## src/rtl/mole_pkg.sv

```systemverilog
`default_nettype none
// ============================================================================
// Module      : mole_pkg
// Description : Shared types and constants for the whack-a-mole round
//               controller: round FSM state encoding, LFSR seed and the
//               maximal-length LFSR tap table.
// Revision    : 1.0 - initial release
// ============================================================================
package mole_pkg;

  typedef enum logic [1:0] {
    IDLE = 2'd0,
    GAP  = 2'd1,
    UP   = 2'd2
  } state_t;

  // Any non-zero seed works; all-zero would lock the LFSR.
  localparam logic [31:0] LFSR_SEED = 32'h0000_0001;

  // Feedback mask for a left-shifting Fibonacci LFSR: bit (t-1) set for
  // every polynomial tap t. All entries are maximal-length polynomials.
  function automatic logic [31:0] lfsr_taps(input int width);
    case (width)
      2:       lfsr_taps = 32'h0000_0003;
      3:       lfsr_taps = 32'h0000_0006;
      4:       lfsr_taps = 32'h0000_000C;
      5:       lfsr_taps = 32'h0000_0014;
      6:       lfsr_taps = 32'h0000_0030;
      7:       lfsr_taps = 32'h0000_0060;
      8:       lfsr_taps = 32'h0000_00B8;
      9:       lfsr_taps = 32'h0000_0110;
      10:      lfsr_taps = 32'h0000_0240;
      11:      lfsr_taps = 32'h0000_0500;
      12:      lfsr_taps = 32'h0000_0E08;
      13:      lfsr_taps = 32'h0000_1C80;
      14:      lfsr_taps = 32'h0000_3802;
      15:      lfsr_taps = 32'h0000_6000;
      16:      lfsr_taps = 32'h0000_D008;
      default: lfsr_taps = 32'h0000_00B8;
    endcase
  endfunction

endpackage
`default_nettype wire

```

## src/rtl/mole_lfsr.sv

```systemverilog
`default_nettype none
// ============================================================================
// Module      : mole_lfsr
// Description : Fibonacci LFSR used to pick the next mole. Advances one step
//               only when 'step' is high; reset loads LFSR_SEED.
// Revision    : 1.0 - initial release
// Ports       : clock  in  1       system clock
//               resetn in  1       asynchronous active-low reset
//               step   in  1       advance the sequence by one state
//               lfsr   out LFSR_W  current LFSR state (never all-zero)
// ============================================================================
module mole_lfsr
  import mole_pkg::*;
#(
  parameter int LFSR_W = 8
) (
  input  logic              clock,
  input  logic              resetn,
  input  logic              step,
  output logic [LFSR_W-1:0] lfsr
);

  localparam logic [LFSR_W-1:0] c_taps = LFSR_W'(lfsr_taps(LFSR_W));
  localparam logic [LFSR_W-1:0] c_seed = LFSR_W'(LFSR_SEED);

  logic [LFSR_W-1:0] r_lfsr;
  logic              w_feedback;

  assign w_feedback = ^(r_lfsr & c_taps);

  always_ff @(posedge clock or negedge resetn) begin
    if (!resetn) begin
      r_lfsr <= c_seed;
    end else if (step) begin
      r_lfsr <= {r_lfsr[LFSR_W-2:0], w_feedback};
    end
  end

  assign lfsr = r_lfsr;

endmodule
`default_nettype wire

```

## src/rtl/mole_round_controller.sv

```systemverilog
`default_nettype none
// ============================================================================
// Module      : mole_round_controller
// Description : Whack-a-mole round sequencer. Waits GAP_CYCLES, raises one
//               pseudo-random mole for 'speed' cycles, scores correct hits,
//               signals misses and keeps a saturating score.
//               Optional feature macro: MOLE_MISS_PENALTY_EN - a wrong button
//               while a mole is up costs one point and raises miss_pulse.
// Revision    : 1.0 - initial release
// Ports       : clock      in  1                 system clock
//               resetn     in  1                 asynchronous active-low reset
//               game       in  1                 1 = play, 0 = idle and clear
//               speed      in  CNT_W             mole up-time (0 acts as 1)
//               buttons    in  NUM_MOLES         raw active-high buttons
//               mole       out NUM_MOLES         one-hot raised mole, 0 if none
//               mole_idx   out clog2(NUM_MOLES)  current/last mole index
//               score      out SCORE_W           saturating score
//               hit_pulse  out 1                 one-cycle correct-hit pulse
//               miss_pulse out 1                 one-cycle timeout/penalty pulse
// ============================================================================
module mole_round_controller
  import mole_pkg::*;
#(
  parameter int NUM_MOLES  = 3,
  parameter int SCORE_W    = 8,
  parameter int CNT_W      = 28,
  parameter int GAP_CYCLES = 150_000_000,
  parameter int LFSR_W     = 8
) (
  input  logic                         clock,
  input  logic                         resetn,
  input  logic                         game,
  input  logic [CNT_W-1:0]             speed,
  input  logic [NUM_MOLES-1:0]         buttons,
  output logic [NUM_MOLES-1:0]         mole,
  output logic [$clog2(NUM_MOLES)-1:0] mole_idx,
  output logic [SCORE_W-1:0]           score,
  output logic                         hit_pulse,
  output logic                         miss_pulse
);

  localparam int                 c_idx_w     = $clog2(NUM_MOLES);
  localparam logic [CNT_W-1:0]   c_gap_load  = CNT_W'(GAP_CYCLES - 1);
  localparam logic [SCORE_W-1:0] c_score_max = {SCORE_W{1'b1}};
  localparam logic [LFSR_W-1:0]  c_num_moles = LFSR_W'(NUM_MOLES);

  state_t               r_state;
  state_t               w_next_state;
  logic [CNT_W-1:0]     r_cnt;
  logic [SCORE_W-1:0]   r_score;
  logic [c_idx_w-1:0]   r_idx;
  logic                 r_hit;
  logic                 r_miss;
  logic [NUM_MOLES-1:0] r_sync1;
  logic [NUM_MOLES-1:0] r_sync2;
  logic [NUM_MOLES-1:0] r_prev;
  logic [NUM_MOLES-1:0] w_edge;
  logic [NUM_MOLES-1:0] w_onehot;
  logic [LFSR_W-1:0]    w_lfsr;
  logic [c_idx_w-1:0]   w_new_idx;
  logic [CNT_W-1:0]     w_up_load;
  logic                 w_expire;
  logic                 w_step;
  logic                 w_hit;
  logic                 w_penalty;

  // Buttons: two synchroniser flops, then rising-edge detect on the
  // synchronised level so a held button produces exactly one edge.
  always_ff @(posedge clock or negedge resetn) begin
    if (!resetn) begin
      r_sync1 <= '0;
      r_sync2 <= '0;
      r_prev  <= '0;
    end else begin
      r_sync1 <= buttons;
      r_sync2 <= r_sync1;
      r_prev  <= r_sync2;
    end
  end

  assign w_edge    = r_sync2 & ~r_prev;
  assign w_onehot  = NUM_MOLES'(1) << r_idx;
  assign w_expire  = (r_cnt == '0);
  assign w_up_load = (speed == '0) ? '0 : speed - 1'b1;
  assign w_step    = game && (r_state == GAP) && w_expire;
  assign w_new_idx = c_idx_w'(w_lfsr % c_num_moles);
  // A correct edge always wins over expiry and over simultaneous wrong edges.
  assign w_hit     = (r_state == UP) && |(w_edge & w_onehot);

`ifdef MOLE_MISS_PENALTY_EN
  logic w_wrong;
  assign w_wrong   = |(w_edge & ~w_onehot);
  assign w_penalty = (r_state == UP) && !w_hit && w_wrong;
`else
  assign w_penalty = 1'b0;
`endif

  mole_lfsr #(
    .LFSR_W (LFSR_W)
  ) u_lfsr (
    .clock  (clock),
    .resetn (resetn),
    .step   (w_step),
    .lfsr   (w_lfsr)
  );

  // FSM state register
  always_ff @(posedge clock or negedge resetn) begin
    if (!resetn) begin
      r_state <= IDLE;
    end else begin
      r_state <= w_next_state;
    end
  end

  // FSM next-state logic; dropping 'game' aborts from any state
  always_comb begin
    w_next_state = r_state;
    if (!game) begin
      w_next_state = IDLE;
    end else begin
      case (r_state)
        IDLE:    w_next_state = GAP;
        GAP:     if (w_expire) w_next_state = UP;
        UP:      if (w_hit || w_expire) w_next_state = GAP;
        default: w_next_state = IDLE;
      endcase
    end
  end

  // FSM outputs
  always_comb begin
    mole = '0;
    if (r_state == UP) begin
      mole = w_onehot;
    end
  end

  // Round counter, mole index, score and pulses
  always_ff @(posedge clock or negedge resetn) begin
    if (!resetn) begin
      r_cnt   <= '0;
      r_score <= '0;
      r_idx   <= '0;
      r_hit   <= 1'b0;
      r_miss  <= 1'b0;
    end else begin
      r_hit  <= 1'b0;
      r_miss <= 1'b0;
      if (!game) begin
        r_cnt   <= '0;
        r_score <= '0;
      end else begin
        case (r_state)
          IDLE: begin
            r_cnt   <= c_gap_load;
            r_score <= '0;
          end
          GAP: begin
            if (w_expire) begin
              r_idx <= w_new_idx;
              r_cnt <= w_up_load;    // speed is only sampled here
            end else begin
              r_cnt <= r_cnt - 1'b1;
            end
          end
          UP: begin
            if (w_hit) begin
              if (r_score != c_score_max) r_score <= r_score + 1'b1;
              r_hit <= 1'b1;
              r_cnt <= c_gap_load;
            end else begin
              if (w_penalty) begin
                if (r_score != '0) r_score <= r_score - 1'b1;
                r_miss <= 1'b1;
              end
              // Timer keeps running through penalised presses
              if (w_expire) begin
                r_miss <= 1'b1;
                r_cnt  <= c_gap_load;
              end else begin
                r_cnt <= r_cnt - 1'b1;
              end
            end
          end
          default: r_cnt <= '0;
        endcase
      end
    end
  end

  assign mole_idx   = r_idx;
  assign score      = r_score;
  assign hit_pulse  = r_hit;
  assign miss_pulse = r_miss;

endmodule
`default_nettype wire
```

## config.mk

```make
export PLATFORM = sky130hd
export DESIGN_NAME = mole_round_controller
export DESIGN_NICKNAME = d
export VERILOG_FILES = /design/src/rtl/mole_pkg.sv /design/src/rtl/mole_lfsr.sv /design/src/rtl/mole_round_controller.sv
export SDC_FILE = /design/constraint.sdc
export NUM_CORES = 1
export LEC_CHECK = 0
export BUFFER_PORTS_ARGS = -buffer_cell sky130_fd_sc_hd__clkbuf_2
export CORE_MARGIN = 2
export CORE_UTILIZATION = 55
export CTS_CLUSTER_SIZE = 8
export DETAILED_ROUTE_END_ITERATION = 10
export GPL_TIMING_DRIVEN = 0
export PLACE_DENSITY = 0.77
export SYNTH_ARGS = -nofsm -noshare
export SYNTH_HDL_FRONTEND = slang
export SYNTH_SLANG_ARGS = --single-unit
```

## constraint.sdc

```tcl
create_clock -name clock -period 5.2 [get_ports clock]
set_clock_uncertainty 0.2 [all_clocks]
set_input_delay 0 -clock clock [delete_from_list [all_inputs] [get_ports clock]]
set_output_delay 0 -clock clock [all_outputs]
set_load 0.01 [all_outputs]
```

== Word level (Yosys, flattened, before mapping) ==
Cells that the tools add are included.
Widths: inputs -> output; s select.
Operators by class
  multiplexer cells: 22
  equality and inequality tests: 8
  bitwise logic cells: 3
  shift operators: 1
  divide/modulo/power cells: 1
  reductions and logical operators: 12
  add/sub/neg operators: 3
Operators by type and width (number)
  $mux 28: 5
  $pmux 28 s3: 1
  $logic_not 28->1: 2
  $sub 28x1->28 const B: 2
  $mux 8: 3
  $pmux 8 s2: 1
  $add 8x1->8 const B: 1
  $mod 8x2->8 const B: 1
  $ne 8x8->1 const B: 1
  $reduce_xor 8->1: 1
  $mux 1: 7
  $and 3x3->3: 2
  $mux 2: 3
  $ne 3x2->1 const B: 2
  $ne 3x3->1 const B: 2
  $pmux 2 s3: 1
  $reduce_and 3->1: 2
  $logic_and 1x1->1: 3
  $mux 3: 1
  $ne 3x1->1 const B: 1
  $not 3->3: 1
  $reduce_or 3->1: 1
  $shl 1x2->3 const A: 1
  $eq 2x1->1 const B: 1
  4 further kinds: 4
Storage, ports and cells
  output and inout port bits: 15
  register bits: 59
  input bits: 34
  logic and storage cells: 60

== Depth between registers and ports, before layout ==
  word-level depth: 9
  depth in mapped cells: 14
  depth with buffers taken out: 13

== Hierarchy ==
Synthesis repeated with hierarchy kept, for this count alone.
Second synthesis, totals
  cell total of the unflattened synthesis: 446
  area, all modules: 3935.0 sq um
Modules (own cells, without submodules)
  mole_round_controller: sequential area each 1276.2 sq um, area each 3614.7 sq um, times used 1, cells an instance 425
  mole_lfsr: sequential area each 201.4 sq um, area each 320.3 sq um, times used 1, cells an instance 21

== Least setup slack after synthesis ==
Ideal clock, no wire load.
  path kind: reg2reg
  from: register u_lfsr.r_lfsr[5] (netlist: u_lfsr.lfsr[5])
  to: register r_idx[0] (netlist: mole_idx[0])
  clock period less this slack: 3.013 ns
  slack: 2.187 ns
  buffers on the path: 1
  setup time: 0.095 ns
  data arrival time: 2.718 ns
  data required time: 4.905 ns
  cell stages (with the launch flop): 14
  cell sequence: dfrtp_1 -> clkbuf_1 -> or4b_2 -> mux2i_1 -> o22ai_1 -> and3_1 -> inv_1 -> ha_1 -> inv_1 -> or3_1 -> a31oi_1 -> a31o_2 -> a21boi_0 -> o31ai_1
Between the ends
  longest elaborated chain between the ends: 1
RTL lines
  start, declared: RTL line mole_lfsr.sv:26  | logic [LFSR_W-1:0] r_lfsr;
  start signal, assigned: RTL line mole_lfsr.sv:33  | r_lfsr <= c_seed;
  start signal, assigned: RTL line mole_lfsr.sv:35  | r_lfsr <= {r_lfsr[LFSR_W-2:0], w_feedback};
  $mod 8x2->8: RTL line mole_round_controller.sv:86  | assign w_new_idx = c_idx_w'(w_lfsr % c_num_moles);
  end signal, assigned: RTL line mole_round_controller.sv:161  | r_idx <= w_new_idx;
  end, declared: RTL line mole_round_controller.sv:51  | logic [c_idx_w-1:0] r_idx;
Every way passes these cells.
A chain may end at the register's enable or synchronous reset.

== Worst setup path in the final report ==
  from: register r_cnt[18]
  to: register r_cnt[1]
Between the ends
  longest elaborated chain between the ends: 5
  elaborated cells on any way between the ends: 6
  those cells by class: mux: 5; reduce/logical: 1
RTL lines
  start, declared: RTL line mole_round_controller.sv:49  | logic [CNT_W-1:0] r_cnt;
  start signal, assigned: RTL line mole_round_controller.sv:156  | r_cnt <= c_gap_load;
  start signal, assigned: RTL line mole_round_controller.sv:162  | r_cnt <= w_up_load;
  start signal, assigned: RTL line mole_round_controller.sv:164  | r_cnt <= r_cnt - 1'b1;
  $logic_not 28->1 (*): RTL line mole_round_controller.sv:83  | assign w_expire = (r_cnt == '0);
  $mux 28: RTL line mole_round_controller.sv:178  | if (w_expire) begin
  $mux 28: RTL line mole_round_controller.sv:168  | if (w_hit) begin
  $pmux 28 s3 (*): RTL line mole_round_controller.sv:154  | case (r_state)
  $mux 28 (*): RTL line mole_round_controller.sv:150  | if (!game) begin
Every way passes the cells marked *; elsewhere a longest branch is shown, timed or not.

==> impl_metrics.toml <==
[run_status]
status = "complete, no violations"

[yosys]
netlist_top_cells_area = "sky130_fd_sc_hd__dfrtp_1 37%, sky130_fd_sc_hd__xor2_1 7.3%, sky130_fd_sc_hd__xnor2_1 4.0%"
synth_edf_count = 0
postSynthNetCount = 497
syn_area_um2 = 3970
synth_top_cells_by_count = "58 x sky130_fd_sc_hd__dfrtp_1, 37 x sky130_fd_sc_hd__nand2_1, 36 x sky130_fd_sc_hd__nor2_1"
yosysTopAreaCellShare_pct = 36.6
synth_area_per_cell_um2 = 8.72
async_reset_ff_share_pct = 100
yosysTopAreaCell = "sky130_fd_sc_hd__dfrtp_1"
synth.distinct_cells = 61
synth.ff_latch_count = 59
synth_ff_type = "sky130_fd_sc_hd__dfrtp_1"
synth_cells = 455
yosysWarnings = 0
synth.most_common_cell = "sky130_fd_sc_hd__dfrtp_1"
synth-seq-area-share_pct = 37.2

[sta]
layout_min_cycle_time_ns = 3.61
final-setup-viol-count = 0
fin_ws_ns = 1.59
setup_tns_ns = 0
fin_crit_sh_pct = 69.4
max_freq_mhz = 277
slew_limit_fails = 0
final-hold-violation-count = 0
slew-limit-headroom_pct = 36.6
rsz_0062_raised_after_global_routing = "no"
max_slew.worst_pin.slew_ns = 0.942

[detailed_routing]
total_routed_wirelength_um = 10100
drt_pre_antenna_iters = 5
drt_first_iter_violations = 245
routed-via-count = 3812
wl_per_cell_um = 15.5
drtAntennaViolNets = 0
average_vias_per_placed_instance = 5.85
route.detailed.drc = 0

[layout]
area_delta_synth_final_pct = 23.2
fillerInstances = 534
layout.area.seq_um2 = 1480
post-route-util_pct = 71.2
multi_input_area_um2 = 2350
antenna_cells_inserted = 0
drive_gt1_share_pct = 15.8
final_net_count = 594

[critical_path]
crit_path_max_fanout = 10
timing.critical_path.slowest_cell_delay_ns = 0.60
critical_path_cell_by_cell = "or4_4 > or4_4 > or2_1 > buf_6 > nor3_4 > nor2_1 > a221oi_1 > dlygate4sd3_1"
worstPathArrival_ns = 3.68
worst_path_most_repeated_cell = "sky130_fd_sc_hd__or4_4"
worstSetupEndpointType = "register"
critical-path-slowest-cell = "sky130_fd_sc_hd__dlygate4sd3_1"
critical_path_depth = 8
crit_start = "r_cnt[18]"
worst_setup_path_start_kind = "register"
cp.buffers_inverters = 2
worstSetupPathType = "register to register"
critPathTopFamily = "simple AND/OR/NAND/NOR gates"
setup.reg_to_reg.worst_slack_ns = 1.59
timing.critical_path.required_ns = 5.28
timing.rr.end = "r_cnt[1]"
r2r-start = "r_cnt[18]"
ff2ff_path_depth = 8

[floorplanning]
horizontal_die_dimension_um = 88.9
pin_count = 49
area_enclosed_by_the_die_boundary_um2 = 7910
floorplan.initialDensity_pct = 57.8
row_count = 30
core_area_um2 = 6870
die_h_um = 88.9

[clock_tree]
cts.root.buffer_cell = "sky130_fd_sc_hd__clkbuf_8"
tritoncts = "built"
cts.htree.levels = 3
clk_path_buf_depth = 2
number_of_buffers_created_by_cts = 9
path_clk_slew_ns = 0.07
post_cts_resize_count = 0
worst_skew_pair.late_latency_ns = 0.34
clkSinkCount = 59

[min_path]
timing.hold.worst_endpoint = "r_cnt[23]"
holdPathStages = 5
timing.hold.worst.start = "speed[22]"
hold_class = "primary input to register"

[global_route]
vias_in_the_first_global_route = 3741
antenna_found_initial = 0
grt_start_max_net_pins = 60
global_route.usage.total_pct = 27.7
global_route_congestion_overflow_total = 0
global_route_wire_length_before_repair_um = 17100

[placed_design]
place_worst_setup_slack_ns = 1.76
gp_congestion = 0.860
hpwlAfterDp_um = 6880
place.port_buffers = 48

[pwr]
power.ir.vdd_worst_mv = 0.134
power-per-cell-area_nw_per_um2 = 207
total_leakage_power_uw = 0.00213

[run]
max_cap_viol_count = 0
[tightest hold or removal path: stages]
cell                       delay, ns
sky130_fd_sc_hd__clkbuf_2       0.12
sky130_fd_sc_hd__nor4_1         0.07
sky130_fd_sc_hd__xor2_1         0.13
sky130_fd_sc_hd__a21oi_1        0.15
sky130_fd_sc_hd__a211oi_1       0.06
[worst max path at each step]
stage / end / slack [ns]
after CTS: r_cnt[1] / 1.67
final: r_cnt[1] / 1.59
after detailed placement: mole_idx[0] / 1.76
after floorplan: mole_idx[0] / 2.19
after global placement: mole_idx[0] / 1.92
after global routing: mole_idx[0] / 1.42
[routing by layer]
metal	up-vias	global-route usage [%]	wire, µm
met1	1838	33.6	4300
met5	-	0	0
li1	1834	-	-
met4	0	8.01	144
met2	122	47.9	5080
met3	18	8.40	556
[timing repair]
| item | in CTS | in global routing |
|---|---|---|
| hold buffers | 38 | 0 |
| buffers inserted | 0 | 0 |
| hold endpoints to repair | 93 | 0 |
[sequential cells by signal (all words and copies together), names as in the netlist]
register	count
score	8
r_sync2	3
r_state	2
r_prev	3
mole_idx	2
hit_pulse	1
r_sync1	3
r_cnt	28
u_lfsr.lfsr	8
miss_pulse	1
[cell type report]
type                    instances  area share, %
plain buffers                  21           1.94
clock buffers                  13           3.45
clock inverters                 2          0.205
inverters                      13          0.998
multi-input cells             362           48.0
flip-flops and latches         59           30.2
well taps                      96           2.46
repair buffers                 86           12.7
[through the flow]
step / total power [µW] / std cells / cell area, µm² / hold slack, ns
after global placement: 609 / 599 / 4330 / -0.0915
after detailed placement: 613 / 599 / 4330 / -0.0901
after floorplan: 563 / 455 / 3970 / -0.496
final: 1010 / 652 / 4890 / 0.0376
after global routing: 1060 / 652 / 4890 / 0.0485
after CTS: 1020 / 652 / 4890 / 0.0239
[logic make-up after synthesis]
group | Yosys count | synth area share, %
compound gates | 98 | 15.8
xor+xnor | 51 | 11.3
fa+ha+maj | 8 | 2.52
buf+inv | 34 | 3.63
flops | 59 | 37.2
mux | 6 | 1.64
simple gates | 199 | 27.9
[report_power, final]
group          internal [µW]  total, µW  switching [µW]
clock                    208        381             173
sequential               474        486            12.5
combinational           67.1        146            78.8
total                    749       1010             264
[cells in the final DEF, fill, tap and decap left out, drive strengths merged, types with 8 or more instances in the layout]
cell	instances
clkbuf	76
dfrtp	58
dlygate4sd3	38
nand2	37
nor2	37
xor2	33
o21ai	25
a21oi	23
xnor2	18
nor3	18
nand3	16
nor4	14
or3	14
inv	13
a22oi	11
nand2b	9
nand3b	8
and3	8
nor2b	8
ha	8
a211oi	8
No activity file was read; power rests on OpenSTA's default activity.
